File: src/rtl/mem_port_arbiter.sv
// rtl/mem_port_arbiter.sv - round-robin fetch/data arbiter and sequencer for a word-only single-port RAM
module mem_port_arbiter #(
  parameter int addrW = 32,
  parameter int dataW = 32
) (
  input  logic             clock,
  input  logic             reset,
  input  logic             if_req,
  input  logic [addrW-1:0] if_addr,
  output logic             if_ack,
  output logic             if_err,
  output logic [dataW-1:0] if_rdata,
  input  logic             d_req,
  input  logic             d_we,
  input  logic [1:0]       d_size,
  input  logic             d_unsigned,
  input  logic [addrW-1:0] d_addr,
  input  logic [dataW-1:0] d_wdata,
  output logic             d_ack,
  output logic             d_err,
  output logic [dataW-1:0] d_rdata,
  output logic [addrW-1:0] ram_addr,
  output logic [dataW-1:0] ram_wdata,
  output logic             ram_we,
  input  logic [dataW-1:0] ram_rdata,
  output logic             busy
);

  typedef enum logic [1:0] {IDLE, READ, WRITE, RESP} state_t;

  state_t      state;
  logic        last_grant;   // 0 = fetch, 1 = data
  logic        g_data;
  logic        g_we;
  logic [1:0]  g_size;
  logic        g_uns;
  logic [1:0]  g_off;
  logic [15:0] g_wdata;

  logic             pick_data;
  logic             req_err;
  logic [addrW-1:0] req_addr;

  // Winner selection and alignment check for the requester sampled in IDLE.
  always_comb begin
    pick_data = d_req && (!if_req || !last_grant);
    req_addr  = pick_data ? d_addr : if_addr;
    req_err   = 1'b0;
    if (!pick_data) begin
      req_err = (if_addr[1:0] != 2'b00);
    end else begin
      case (d_size)
        2'b00:   req_err = 1'b0;
        2'b01:   req_err = d_addr[0];
        2'b10:   req_err = (d_addr[1:0] != 2'b00);
        default: req_err = 1'b1;
      endcase
    end
  end

  function automatic logic [dataW-1:0] load_extract(input logic [dataW-1:0] w,
                                                    input logic [1:0] off,
                                                    input logic [1:0] sz,
                                                    input logic uns);
    logic [dataW-1:0] sh;
    logic [7:0]       b;
    logic [15:0]      h;
    sh = w >> {off, 3'b000};
    b  = sh[7:0];
    h  = sh[15:0];
    case (sz)
      2'b00:   return uns ? {24'b0, b} : {{24{b[7]}}, b};
      2'b01:   return uns ? {16'b0, h} : {{16{h[15]}}, h};
      default: return w;
    endcase
  endfunction

  function automatic logic [dataW-1:0] store_merge(input logic [dataW-1:0] w,
                                                   input logic [1:0] off,
                                                   input logic [1:0] sz,
                                                   input logic [15:0] d);
    logic [dataW-1:0] m;
    m = w;
    if (sz == 2'b00) m[{off, 3'b000} +: 8] = d[7:0];
    else             m[{off[1], 4'b0000} +: 16] = d;
    return m;
  endfunction

  assign busy = (state != IDLE);

  always_ff @(posedge clock or posedge reset) begin
    if (reset) begin
      state      <= IDLE;
      last_grant <= 1'b0;
      g_data     <= 1'b0;
      g_we       <= 1'b0;
      g_size     <= 2'b00;
      g_uns      <= 1'b0;
      g_off      <= 2'b00;
      g_wdata    <= '0;
      if_ack     <= 1'b0;
      if_err     <= 1'b0;
      if_rdata   <= '0;
      d_ack      <= 1'b0;
      d_err      <= 1'b0;
      d_rdata    <= '0;
      ram_addr   <= '0;
      ram_wdata  <= '0;
      ram_we     <= 1'b0;
    end else begin
      case (state)
        IDLE: begin
          if (if_req || d_req) begin
            g_data  <= pick_data;
            g_we    <= pick_data && d_we;
            g_size  <= pick_data ? d_size : 2'b10;
            g_uns   <= d_unsigned;
            g_off   <= req_addr[1:0];
            g_wdata <= d_wdata[15:0];
            if (req_err) begin
              state  <= RESP;
              if_ack <= !pick_data;
              if_err <= !pick_data;
              d_ack  <= pick_data;
              d_err  <= pick_data;
            end else if (pick_data && d_we && d_size == 2'b10) begin
              state     <= WRITE;
              ram_addr  <= {req_addr[addrW-1:2], 2'b00};
              ram_wdata <= d_wdata;
              ram_we    <= 1'b1;
            end else begin
              state    <= READ;
              ram_addr <= {req_addr[addrW-1:2], 2'b00};
            end
          end
        end
        READ: begin
          if (g_we) begin
            // Sub-word store: the old word is on ram_rdata now, write back the merge.
            state     <= WRITE;
            ram_wdata <= store_merge(ram_rdata, g_off, g_size, g_wdata);
            ram_we    <= 1'b1;
          end else begin
            state    <= RESP;
            ram_addr <= '0;
            if (g_data) begin
              d_ack   <= 1'b1;
              d_rdata <= load_extract(ram_rdata, g_off, g_size, g_uns);
            end else begin
              if_ack   <= 1'b1;
              if_rdata <= ram_rdata;
            end
          end
        end
        WRITE: begin
          state     <= RESP;
          ram_we    <= 1'b0;
          ram_wdata <= '0;
          ram_addr  <= '0;
          d_ack     <= 1'b1;
          d_rdata   <= '0;
        end
        default: begin
          state      <= IDLE;
          last_grant <= g_data;
          if_ack     <= 1'b0;
          if_err     <= 1'b0;
          if_rdata   <= '0;
          d_ack      <= 1'b0;
          d_err      <= 1'b0;
          d_rdata    <= '0;
        end
      endcase
    end
  end

endmodule
File: config.mk
export PLATFORM = sky130hd
export DESIGN_NAME = mem_port_arbiter
export DESIGN_NICKNAME = d
export VERILOG_FILES = /design/src/rtl/mem_port_arbiter.sv
export SDC_FILE = /design/constraint.sdc
export NUM_CORES = 1
export LEC_CHECK = 0
export ABC_AREA = 1
export CAP_MARGIN = 10
export CORE_MARGIN = 2
export CORE_UTILIZATION = 52
export CTS_CLUSTER_SIZE = 24
export DETAILED_ROUTE_END_ITERATION = 8
export PLACE_DENSITY_LB_ADDON = 0.3
export RECOVER_POWER = 100
export SLEW_MARGIN = 10
export SYNTH_ARGS = -nofsm -noshare
export SYNTH_HDL_FRONTEND = slang
export SYNTH_SLANG_ARGS = --single-unit
File: constraint.sdc
create_clock -name clock -period 12.06 [get_ports clock]
set_input_delay 1.809 -clock clock [delete_from_list [all_inputs] [get_ports clock]]
set_output_delay 1.809 -clock clock [all_outputs]
set_load 0.03 [all_outputs]
==> flow_summary.toml <==
[yosys]
synth_area_per_cell_sq_um = 6.73
synth_warnings = 0
yosys.area_share.adder_pct = 1.20
synth_xor_area_share_pct = 0
synth_cells = 1396
synth_flop_cell = "dfrtp_1"
synth-simple-area-share_pct = 39.8
synth_cell_type_count = 32
synth_top_family_by_area = "simple AND/OR/NAND/NOR gates"
synthArstFlopShare_pct = 100
ys_seq_elements = 157
ys_seq_area_share_pct = 41.8
synth_mux_area_share_pct = 0
synth-compound-area-share_pct = 8.50
synth_edf_count = 0
netlist_area_sq_mm = 0.00939

[global_route]
grt_remaining_overflow = 0
antenna_found_initial = 0
grt_first_pass_wirelength_mm = 48.8
grt_pass1_vias = 9483
grt_use_total_pct = 31.4
grt_max_degree = 87

[die]
die_h_um = 138
die_area_sq_mm = 0.0192
initial_utilization_pct = 52.7
io_pins = 270
core_area_sq_mm = 0.0178
row_count = 49
die-width_um = 138

[min_path]
hold_path_class = "register to register"
whs_path_depth = 2

[run_status]
violations = "capacitance limit, slew limit"
status = "finished with violations"

[clock_network]
h-tree-depth = 4
cts_buffer_depth = 2
cts_tree = "yes"
clock_latency_ns = 0.45
cts_setup_buffers = 0
cts_buffers = 17
cts_sinks = 157
path_clk_slew_ns = 0.06
cts_hold_buf = 0
post_cts_resized = 0
cts-root-buf = "clkbuf_16"

[setup_path]
startpoint_type = "primary input"
crit_type = "primary input to register"
rr_startpoint = "last_grant"
cp.required_ns = 12.38
crit_start = "d_req"
crit_end = "ram_wdata[19]"
cp_data_arrival_time_ns = 6.30
worstSetupEndpointType = "register"
r2r_cells = 10
r2r_slack_ns = 7.55
worstPathMaxFanout = 65
reg2reg_to = "ram_wdata[19]"

[sta]
finClkSkew_ns = 0.0165
tightest_slew_ns = 3.64
tns_ns = 0
finalHoldViolCount = 0
setup_violations = 0
slew_headroom_pct = -144
period_share_pct = 49.6
drv_slew = 125
rsz0062_at_grt = "no"
max_freq_mhz = 167
final.min_clock_period_ns = 5.98

[routing]
antenna_left = 0
vias_per_cell = 5.45
wl_per_cell_um = 16.3
drt_iter0_markers = 1007
vias = 10000
wirelength_mm = 30.0
dr.pass1.iters = 8
remaining_drc_errors = 0

[layout]
seqCellArea_sq_mm = 0.00393
n_antenna_cell = 0
multi_input_area_sq_mm = 0.00462
area_growth_pct = 32.5
drive_above_1_share_pct = 3.60
fin_nets = 1742
nFillCells = 1535

[job]
cap_violations = 2

[placed_design]
finalWeightedCongestion = 0.930
dpl.hpwl_mm = 21.4
port_buffers = 267

[power]
static-leakage-power_nw = 6.68
power_density_mw_per_mm2 = 287
p_total_mw = 3.57
ir_worst_vdd_uv = 180
[worst min path at each step]
stage,start,endpoint,slack [ns]
after floorplan,g_wdata[10],g_wdata[10],0.47
after global placement,ram_addr[3],ram_addr[3],0.45
after detailed placement,ram_addr[15],ram_addr[15],0.46
after CTS,ram_addr[21],ram_addr[21],0.48
after global routing,ram_addr[15],ram_addr[15],0.49
final,ram_wdata[27],ram_wdata[27],0.46
[layer usage]
layer	vias up	GRT usage, %	share of wire (%)
li1	4835	-	-
met1	4655	39.4	39
met2	478	52.9	49
met3	59	8.14	8.9
met4	0	11.0	2.8
met5	-	0	0
[kinds of logic (layout without fill, tap and decap cells)]
kind of cell | count (synthesis) | count (layout)
flip-flops | 157 | 157
buffers and inverters | 175 | 388
other | 1 | 2
AO/OA/AOI/OAI | 147 | 147
AND/OR/NAND/NOR | 907 | 907
adder cells (fa/ha/maj) | 9 | 9
[flip-flops by register name, summed over array words and instances (netlist names)]
| signal | flops |
|---|---|
| g_off | 2 |
| g_data | 1 |
| d_err | 1 |
| last_grant | 1 |
| if_err | 1 |
| d_ack | 1 |
| g_uns | 1 |
| g_we | 1 |
| ram_addr | 30 |
| ram_we | 1 |
| state | 2 |
| if_rdata | 32 |
| if_ack | 1 |
| g_size | 2 |
| g_wdata | 16 |
| ram_wdata | 32 |
| d_rdata | 32 |
[layout by cell type, fill, tap and decap left out, types with 2 or more instances in the layout]
cell type / count
o2111ai_1: 6
clkbuf_1: 2
nand3_1: 183
dlygate4sd3_1: 134
nand2_1: 633
inv_1: 72
nor2_2: 4
o211ai_1: 7
nor2_1: 71
nand4_1: 10
clkbuf_16: 17
buf_4: 5
o21ai_0: 48
ha_1: 9
inv_8: 3
dfrtp_1: 157
clkdlybuf4s50_1: 133
inv_2: 7
clkinv_1: 2
nor2_4: 3
a21oi_1: 64
o21ai_1: 17
conb_1: 2
inv_6: 8
nand2_2: 2
[final cells by class]
| cell class | count | share of cell area [%] |
|---|---|---|
| sequential | 157 | 31.6 |
| timing repair buffer | 274 | 21.8 |
| clock inverter | 15 | 1.34 |
| multi-input combinational | 1065 | 37.1 |
| clock buffer | 17 | 3.42 |
| inverter | 82 | 2.48 |
| tap | 229 | 2.30 |
[cells in the mapped netlist (8+ instances only)]
master | instances | share of area [%]
o21ai_1 | 18 | 0.96
o21ai_0 | 47 | 2.5
clkbuf_1 | 36 | 1.4
inv_2 | 8 | 0.32
buf_2 | 29 | 1.5
nand2_1 | 629 | 25
nand3_1 | 181 | 9.6
a21oi_1 | 64 | 3.4
ha_1 | 9 | 1.2
nand4_1 | 10 | 0.67
nor2_1 | 71 | 2.8
buf_4 | 23 | 1.8
inv_1 | 72 | 2.9
dfrtp_1 | 157 | 42
[worst max-delay path: stages]
cell and delay (ns):
dlygate4sd3_1 0.56, nand2_1 0.85, inv_1 0.74, nand3_1 0.27
nand3_1 0.22, nand2_2 0.10, buf_4 0.53, nand2_1 0.83
nand2_1 0.24, nand2_1 0.07
[where the power goes]
group,internal (mW),switching (mW)
Clock,0.295,0.249
Sequential,0.749,0.158
Combinational,0.642,1.48
Total,1.69,1.89
[stage by stage]
stage	util [%]	instances	setup WS, ns	instance area [sq um]	hold WS, ns
floorplan	-	1397	6.02	9400	0.471
global placement	66.8	1807	7.35	11900	0.454
detailed placement	66.8	1807	7.20	11900	0.458
CTS	70.1	1839	7.65	12500	0.475
global route	69.8	1839	5.59	12500	0.486
finish	69.8	1839	6.08	12500	0.465
(Power assumes the default switching activity.)
